==> config.mk <==
export PLATFORM = sky130hd
export DESIGN_NAME = hazard_ctrl
export DESIGN_NICKNAME = d
export VERILOG_FILES = /design/src/rtl/hazard_ctrl.sv
export SDC_FILE = /design/constraint.sdc
export NUM_CORES = 1
export LEC_CHECK = 0
export CAP_MARGIN = 20
export CORE_UTILIZATION = 39
export CTS_CLUSTER_DIAMETER = 150
export CTS_CLUSTER_SIZE = 40
export DETAILED_ROUTE_END_ITERATION = 8
export DONT_BUFFER_PORTS = 1
export HOLD_SLACK_MARGIN = 0.12
export SLEW_MARGIN = 20
export SYNTH_ARGS = -nofsm -noshare
export SYNTH_HDL_FRONTEND = slang
export SYNTH_SLANG_ARGS = --single-unit
==> constraint.sdc <==
create_clock -name clk -period 2.91 [get_ports clk]
set_input_delay 0 -clock clk [delete_from_list [all_inputs] [get_ports clk]]
set_output_delay 0 -clock clk [all_outputs]
set_load 0.02 [all_outputs]
==> src/rtl/hazard_ctrl.sv <==
// Hazard and flush control for the five-stage pipeline: load-use and
// mult/div interlocks, branch/jump squash, saturating event counters.
module hazard_ctrl #(
  parameter int unsigned MD_LAT = 32,
  parameter int unsigned CNT_W  = 16
) (
  input  logic             clk,
  input  logic             rst,
  input  logic [4:0]       id_rs,
  input  logic [4:0]       id_rt,
  input  logic             id_uses_rt,
  input  logic             ex_mem_read,
  input  logic [4:0]       ex_rt,
  input  logic             id_redirect,
  input  logic             id_md_op,
  input  logic             id_hilo_read,
  output logic             pc_write,
  output logic             pc_sel_redirect,
  output logic             ifid_hold,
  output logic             if_flush,
  output logic             idex_bubble,
  output logic             md_busy,
  output logic [CNT_W-1:0] stall_cycles,
  output logic [CNT_W-1:0] flush_count
);

  localparam int unsigned CW =
    (MD_LAT > 1) ? $clog2(MD_LAT) : 1;
  localparam logic [CW-1:0] CNT_INIT = CW'(MD_LAT - 1);

  typedef enum logic {
    MD_IDLE,
    MD_BUSY
  } md_state_e;

  md_state_e        state_q, state_d;
  logic [CW-1:0]    cnt_q, cnt_d;
  logic [CNT_W-1:0] stall_q, stall_d;
  logic [CNT_W-1:0] flush_q, flush_d;

  logic rs_hit, rt_hit;
  logic load_use, md_hazard, stall;
  logic issue, redirect;

  assign rs_hit    = (ex_rt == id_rs);
  assign rt_hit    = id_uses_rt & (ex_rt == id_rt);
  assign load_use  = ex_mem_read & (ex_rt != 5'd0)
                   & (rs_hit | rt_hit);
  assign md_busy   = (state_q == MD_BUSY);
  assign md_hazard = md_busy & (id_md_op | id_hilo_read);
  assign stall     = load_use | md_hazard;
  assign issue     = id_md_op & ~stall & ~rst;
  assign redirect  = id_redirect & ~stall & ~rst;

  // Busy window is MD_LAT cycles: cnt runs MD_LAT-1 down to 0.
  always_comb begin
    state_d = state_q;
    cnt_d   = cnt_q;
    unique case (state_q)
      MD_IDLE: begin
        if (issue) begin
          state_d = MD_BUSY;
          cnt_d   = CNT_INIT;
        end
      end
      MD_BUSY: begin
        if (cnt_q == '0) begin
          state_d = MD_IDLE;
        end else begin
          cnt_d = cnt_q - CW'(1);
        end
      end
    endcase
  end

  always_comb begin
    stall_d = stall_q;
    flush_d = flush_q;
    if (stall && !rst && !(&stall_q)) begin
      stall_d = stall_q + CNT_W'(1);
    end
    if (redirect && !(&flush_q)) begin
      flush_d = flush_q + CNT_W'(1);
    end
  end

  always_ff @(posedge clk) begin
    if (rst) begin
      state_q <= MD_IDLE;
      cnt_q   <= '0;
      stall_q <= '0;
      flush_q <= '0;
    end else begin
      state_q <= state_d;
      cnt_q   <= cnt_d;
      stall_q <= stall_d;
      flush_q <= flush_d;
    end
  end

  always_comb begin
    pc_write        = 1'b1;
    pc_sel_redirect = 1'b0;
    ifid_hold       = 1'b0;
    if_flush        = 1'b0;
    idex_bubble     = 1'b0;
    if (rst) begin
      pc_write    = 1'b0;
      ifid_hold   = 1'b1;
      if_flush    = 1'b1;
      idex_bubble = 1'b1;
    end else if (stall) begin
      // Branch stays in ID and is re-evaluated once the stall clears.
      pc_write    = 1'b0;
      ifid_hold   = 1'b1;
      idex_bubble = 1'b1;
    end else if (id_redirect) begin
      pc_sel_redirect = 1'b1;
      ifid_hold       = 1'b1;
      if_flush        = 1'b1;
    end
  end

  assign stall_cycles = stall_q;
  assign flush_count  = flush_q;

endmodule

# [Word-level counts from Yosys, hierarchy flattened]
# Index checks and enable logic that the tools add are counted.
[totals] word_cells=52 ff_bits=38 in_bits=22 out_inout_bits=38
[op_classes] addsub=3 muxes=16 n_reduce_logical=11 n_eq_ne=4 n_bitwise=14
[ops] operator="16-bit by 1-bit adder with 16-bit output (second input constant)" count=2
[ops] operator="16-bit AND reduction" count=2
[ops] operator="1-bit 2-to-1 mux" count=12
[ops] operator="5-bit equality test" count=2
[ops] operator="5-bit 2-to-1 mux" count=2
[ops] operator="5-bit case mux with 2 select lines" count=1
[ops] operator="1-bit bitwise AND" count=8
[ops] operator="5-bit zero test" count=1
[ops] operator="5-bit nonzero test" count=1
[ops] operator="5-bit by 1-bit subtractor with 5-bit output (second input constant)" count=1
[ops] operator="2-bit != test (second input constant)" count=2
[ops] operator="1-bit logical AND" count=3
[ops] operator="1-bit zero test" count=3
[ops] operator="1-bit inverter" count=3
[ops] operator="1-bit bitwise OR" count=3
[ops] operator="1-bit case mux with 2 select lines" count=1
[ops] operator="2-bit AND reduction" count=1

# [Logic depth before layout (Yosys ltp)]
[depth] ltp_word=10 depth_mapped=8

# [Worst setup path before layout]
# No wires, ideal clock.
[synth_timing] path_kind="register to register" start="register flush_q[0] (netlist: flush_count[0])" end="register flush_q[15] (netlist: flush_count[15])" period_less_slack_ns=2.198 t_arrival_ns=2.128 setup_slack_ns=0.712 n_path_buf=1 required_ns=2.840 setup_time_ns=0.070 path_stages_with_launch=9 path_cell_list="dfxtp_1 ha_1 nand2_1 nor4_2 nor2b_4 or4_1 buf_2 or4_1 a21oi_1"
[synth_via] elab_chain_cells=3 elab_cells_between_ends=4 cone_classes="add/sub: 1; reduce/logical: 3"
[synth_rtl] element="start: declaration" line="39" source="logic [CNT_W-1:0] flush_q, flush_d;"
[synth_rtl] element="start signal: assignment" line="97" source="flush_q <= flush_d;"
[synth_rtl] element="parallel branches: the longest is 3 deep, another holds 16-bit by 1-bit adder with 16-bit output"
# Parallel ways; which one is timed is not known.
# A chain may end at the register's enable or synchronous reset.

# [Worst setup path in the final report]
[layout_timing] start="register stall_q[0] (netlist: stall_cycles[0])" end="register stall_q[13] (netlist: stall_cycles[13])"
[layout_via] elab_chain_cells=3 elab_cells_between_ends=4 cone_classes="add/sub: 1; reduce/logical: 3"
[layout_rtl] element="start: declaration" line="38" source="logic [CNT_W-1:0] stall_q, stall_d;"
[layout_rtl] element="start signal: assignment" line="96" source="stall_q <= stall_d;"
[layout_rtl] element="parallel branches: the longest is 3 deep, another holds 16-bit by 1-bit adder with 16-bit output"
# Parallel ways; which one is timed is not known.

==> reports/metrics.csv <==
stage,metric,value,unit
timing,Final Critical Period,2.41,ns
global_routing,first-pass GRT wire length,7790,um
synthesis,Post-synth EDFFs,0,
cells_and_area,Post-layout nets,288,
power,power density over the cells,521,nW/um^2
synthesis,post-synth top area cell,dfxtp_1,
synthesis,Synth cell types,46,
route,DRC Markers,0,
outcome,status,"complete, no violations",
clocking,CTS tree,done,
timing,Slew headroom,62.6,%
min_path,HP Class,input port to register,
global_routing,initial antenna violation count,0,
synthesis,Area contributors post-synth,"dfxtp_1 36%, xnor2_1 5.0%, a21oi_1 4.5%",
die,Rows,26,
clocking,root buf cell,clkbuf_8,
power,Logic pwr share,10.4,%
clocking,CTS sink cnt,38,
synthesis,synthesized area per cell,8.17,um^2
critical_path,R2R Setup Slk,0.50,ns
placed_design,PortBufs,0,
clocking,# resized after CTS,0,
power,Clk pwr share,45.3,%
critical_path,"Largest stage delay, worst path",0.58,ns
critical_path,crit path DAT,2.64,ns
placed_design,Place WS,0.514,ns
global_routing,vias in the first global route,1702,
power,Int Pwr,0.948,mW
critical_path,Setup crit end kind,register,
clocking,CTS buffer count,5,
route,total vias in the final route,1929,
critical_path,worst r2r dst,stall_cycles[13]$_SDFFE_PP0P_,
route,DR WL/cell,14.9,um
route,DR pass1 iterations,5,
timing,Worst-Margin Slew,0.560,ns
synthesis,sequential share of the synthesized area,36.1,%
power,Pleak,0.794,nW
cells_and_area,non-filler instance count after layout,333,
critical_path,Crit. Startpoint,stall_cycles[0]$_SDFFE_PP0P_,
clocking,clk_lat worst skew,0.29,ns
timing,RSZ-0062 raised after global routing,no,
global_routing,largest net degree at the start of global routing,31,
die,die height,75.5,um
synthesis,Yosys top cell area share,36.1,%
placed_design,post-DP HPWL,3410,um
timing,fin crit share,83.0,%
placed_design,routability cong.,0.769,
timing,final setup fails,0,
cells_and_area,ratio of cells with drive above 1 in the final layout,10.6,%
synthesis,"Top FF cell, synth",dfxtp_1,
critical_path,critical path peak fanout,20,
critical_path,CP endpoint,stall_cycles[13]$_SDFFE_PP0P_,
synthesis,Synth Cell Area,2110,um^2
cells_and_area,diode count,0,
power,Max VDD drop,0.311,mV
global_routing,Total GRT Usage,18.0,%
global_routing,grt total ovfl,0,
critical_path,slowest CP cell,or4_1,
timing,Clock Skews,0.00570,ns
cells_and_area,synthesis-to-layout area growth,12.6,%
critical_path,crit path kind,register to register,
critical_path,sequence of cells on the critical path,ha_1 -> and4_1 -> a221oi_1 -> nand2_1 -> or4_1 -> a21oi_1,
critical_path,Worst R2R Start,stall_cycles[0]$_SDFFE_PP0P_,
cells_and_area,"commonest non-fill, non-tap cell in the layout",dfxtp_1,
placed_design,placed insts,321,
run,max-cap violation count,0,
route,"antenna viol nets, final",0,
power,switching share of power,23.4,%
critical_path,reg2reg path depth,6,
synthesis,"Async S/R FF share, synth",0,%
synthesis,Mapped Cells,258,
synthesis,Yosys reg bits,38,
power,Flop pwr share,44.3,%
power,Net Sw Power,0.289,mW
timing,Fin. Hold Viols,0,
die,Die Wd,75.5,um
timing,Sum Neg Setup Slack,0,ns
timing,"Slew Viols, Final",0,
route,DRT iter0 DRCs,83,
route,WL final,4960,um
die,die area,5700,um^2
route,vias per cell,5.79,
timing,Fmax achieved,414,MHz
die,Ports,60,
critical_path,startpoint types,register,
cells_and_area,most frequent cells in the layout,"38 x dfxtp_1, 24 x nand2_1, 19 x a21oi_1",
synthesis,synth warn,0,
synthesis,syn nets,284,
die,Core Box Area,5170,um^2
clocking,CTS H-tree depth,2,
timing,worst setup margin,0.496,ns
die,Initial Utilization,40.8,%
clocking,CTS clock-pin slew for the worst setup and hold paths,0.08,ns
critical_path,Worst EP required,3.13,ns
clocking,clock tree buffer depth,2,
[kinds of logic (layout without fill, tap and decap cells)]
group	Yosys count	after routing	synth area share, %
flops	38	38	36.1
compound gates	64	64	20.9
fa+ha+maj	4	4	2.37
buf+inv	28	33	5.28
xor+xnor	12	12	4.99
simple gates	107	107	27.8
mux	5	5	2.55
[cell type report]
type	count	area [um^2]
fillers	514	2800
multi-input cells	192	1240
flip-flops and latches	38	761
repair buffers	9	87.6
well taps	70	87.6
clock buffers	6	82.6
clock inverters	2	60.1
inverters	16	60.1
[metrics by stage]
step / utilization, % / power (mW) / cell area, um^2 / hold slack [ns]
final: 45.9 / 1.24 / 2370 / 0.126
after floorplan: - / 0.656 / 2110 / 0.183
after global routing: 45.9 / 1.30 / 2370 / 0.161
after CTS: 45.9 / 1.25 / 2370 / 0.123
after global placement: 42.2 / 0.674 / 2180 / 0.0746
after detailed placement: 42.2 / 0.675 / 2180 / 0.0737
[flip-flops by register name, indices dropped and copies added (netlist names)]
register	flops
flush_count	16
stall_cycles	16
cnt_q	5
md_busy	1
[layer usage]
layer | share of wire [%] | GRT usage [%]
met4 | 0.54 | 5.35
met5 | 0 | 0
met3 | 4.6 | 5.82
met2 | 48 | 29.5
met1 | 47 | 22.5
[power by group through the flow]
stage          clock network (mW)  logic [mW]  registers, mW
3_3_place_gp                    0       0.114          0.560
6_report                    0.561       0.129          0.548
3_5_place_dp                    0       0.115          0.560
2_1_floorplan                   0      0.0965          0.560
5_1_grt                     0.599       0.146          0.550
4_1_cts                     0.578       0.129          0.548
[synth_stat cells, drive strengths merged (2+ instances only)]
| library cell | count |
|---|---|
| mux2 | 3 |
| a31oi | 2 |
| a21oi | 19 |
| nor2b | 2 |
| and2 | 4 |
| nor4 | 2 |
| o31ai | 9 |
| or3 | 8 |
| ha | 4 |
| o311a | 2 |
| nand2 | 24 |
| nor3 | 4 |
| nand3 | 17 |
| mux2i | 2 |
| nor2 | 18 |
| xnor2 | 12 |
| dfxtp | 38 |
| buf | 5 |
| o41ai | 4 |
| inv | 15 |
| nand4 | 8 |
| o211ai | 3 |
| clkbuf | 7 |
| o311ai | 5 |
| and3 | 6 |
| or4 | 11 |
| o21ai | 13 |
[worst max-delay path, delay by kind of cell (launching register included)]
kind	cells	cell delay, ns
AOI/OAI and AO/OA	2	0.49
and+or+nand+nor	3	1.17
adders and majority gates	1	0.26
DFF	1	0.42
[how the worst min path moves through the flow]
stage / from / to / slack [ns] / cells past startpoint
2_1_floorplan: id_redirect / pc_sel_redirect / 0.18 / 1
3_3_place_gp: rst / flush_count[9]$_SDFFE_PP0P_ / 0.07 / 1
3_5_place_dp: rst / flush_count[15]$_SDFFE_PP0P_ / 0.07 / 1
4_1_cts: rst / cnt_q[2]$_SDFFE_PP0P_ / 0.12 / 4
5_1_grt: rst / cnt_q[0]$_SDFFE_PP0P_ / 0.16 / 4
6_report: rst / cnt_q[2]$_SDFFE_PP0P_ / 0.13 / 4
[what timing repair did]
action	4_1_cts	5_1_grt
buffers inserted	0	0
hold endpoints to repair	31	0
hold buffers	4	0
(Power assumes the default switching activity.)
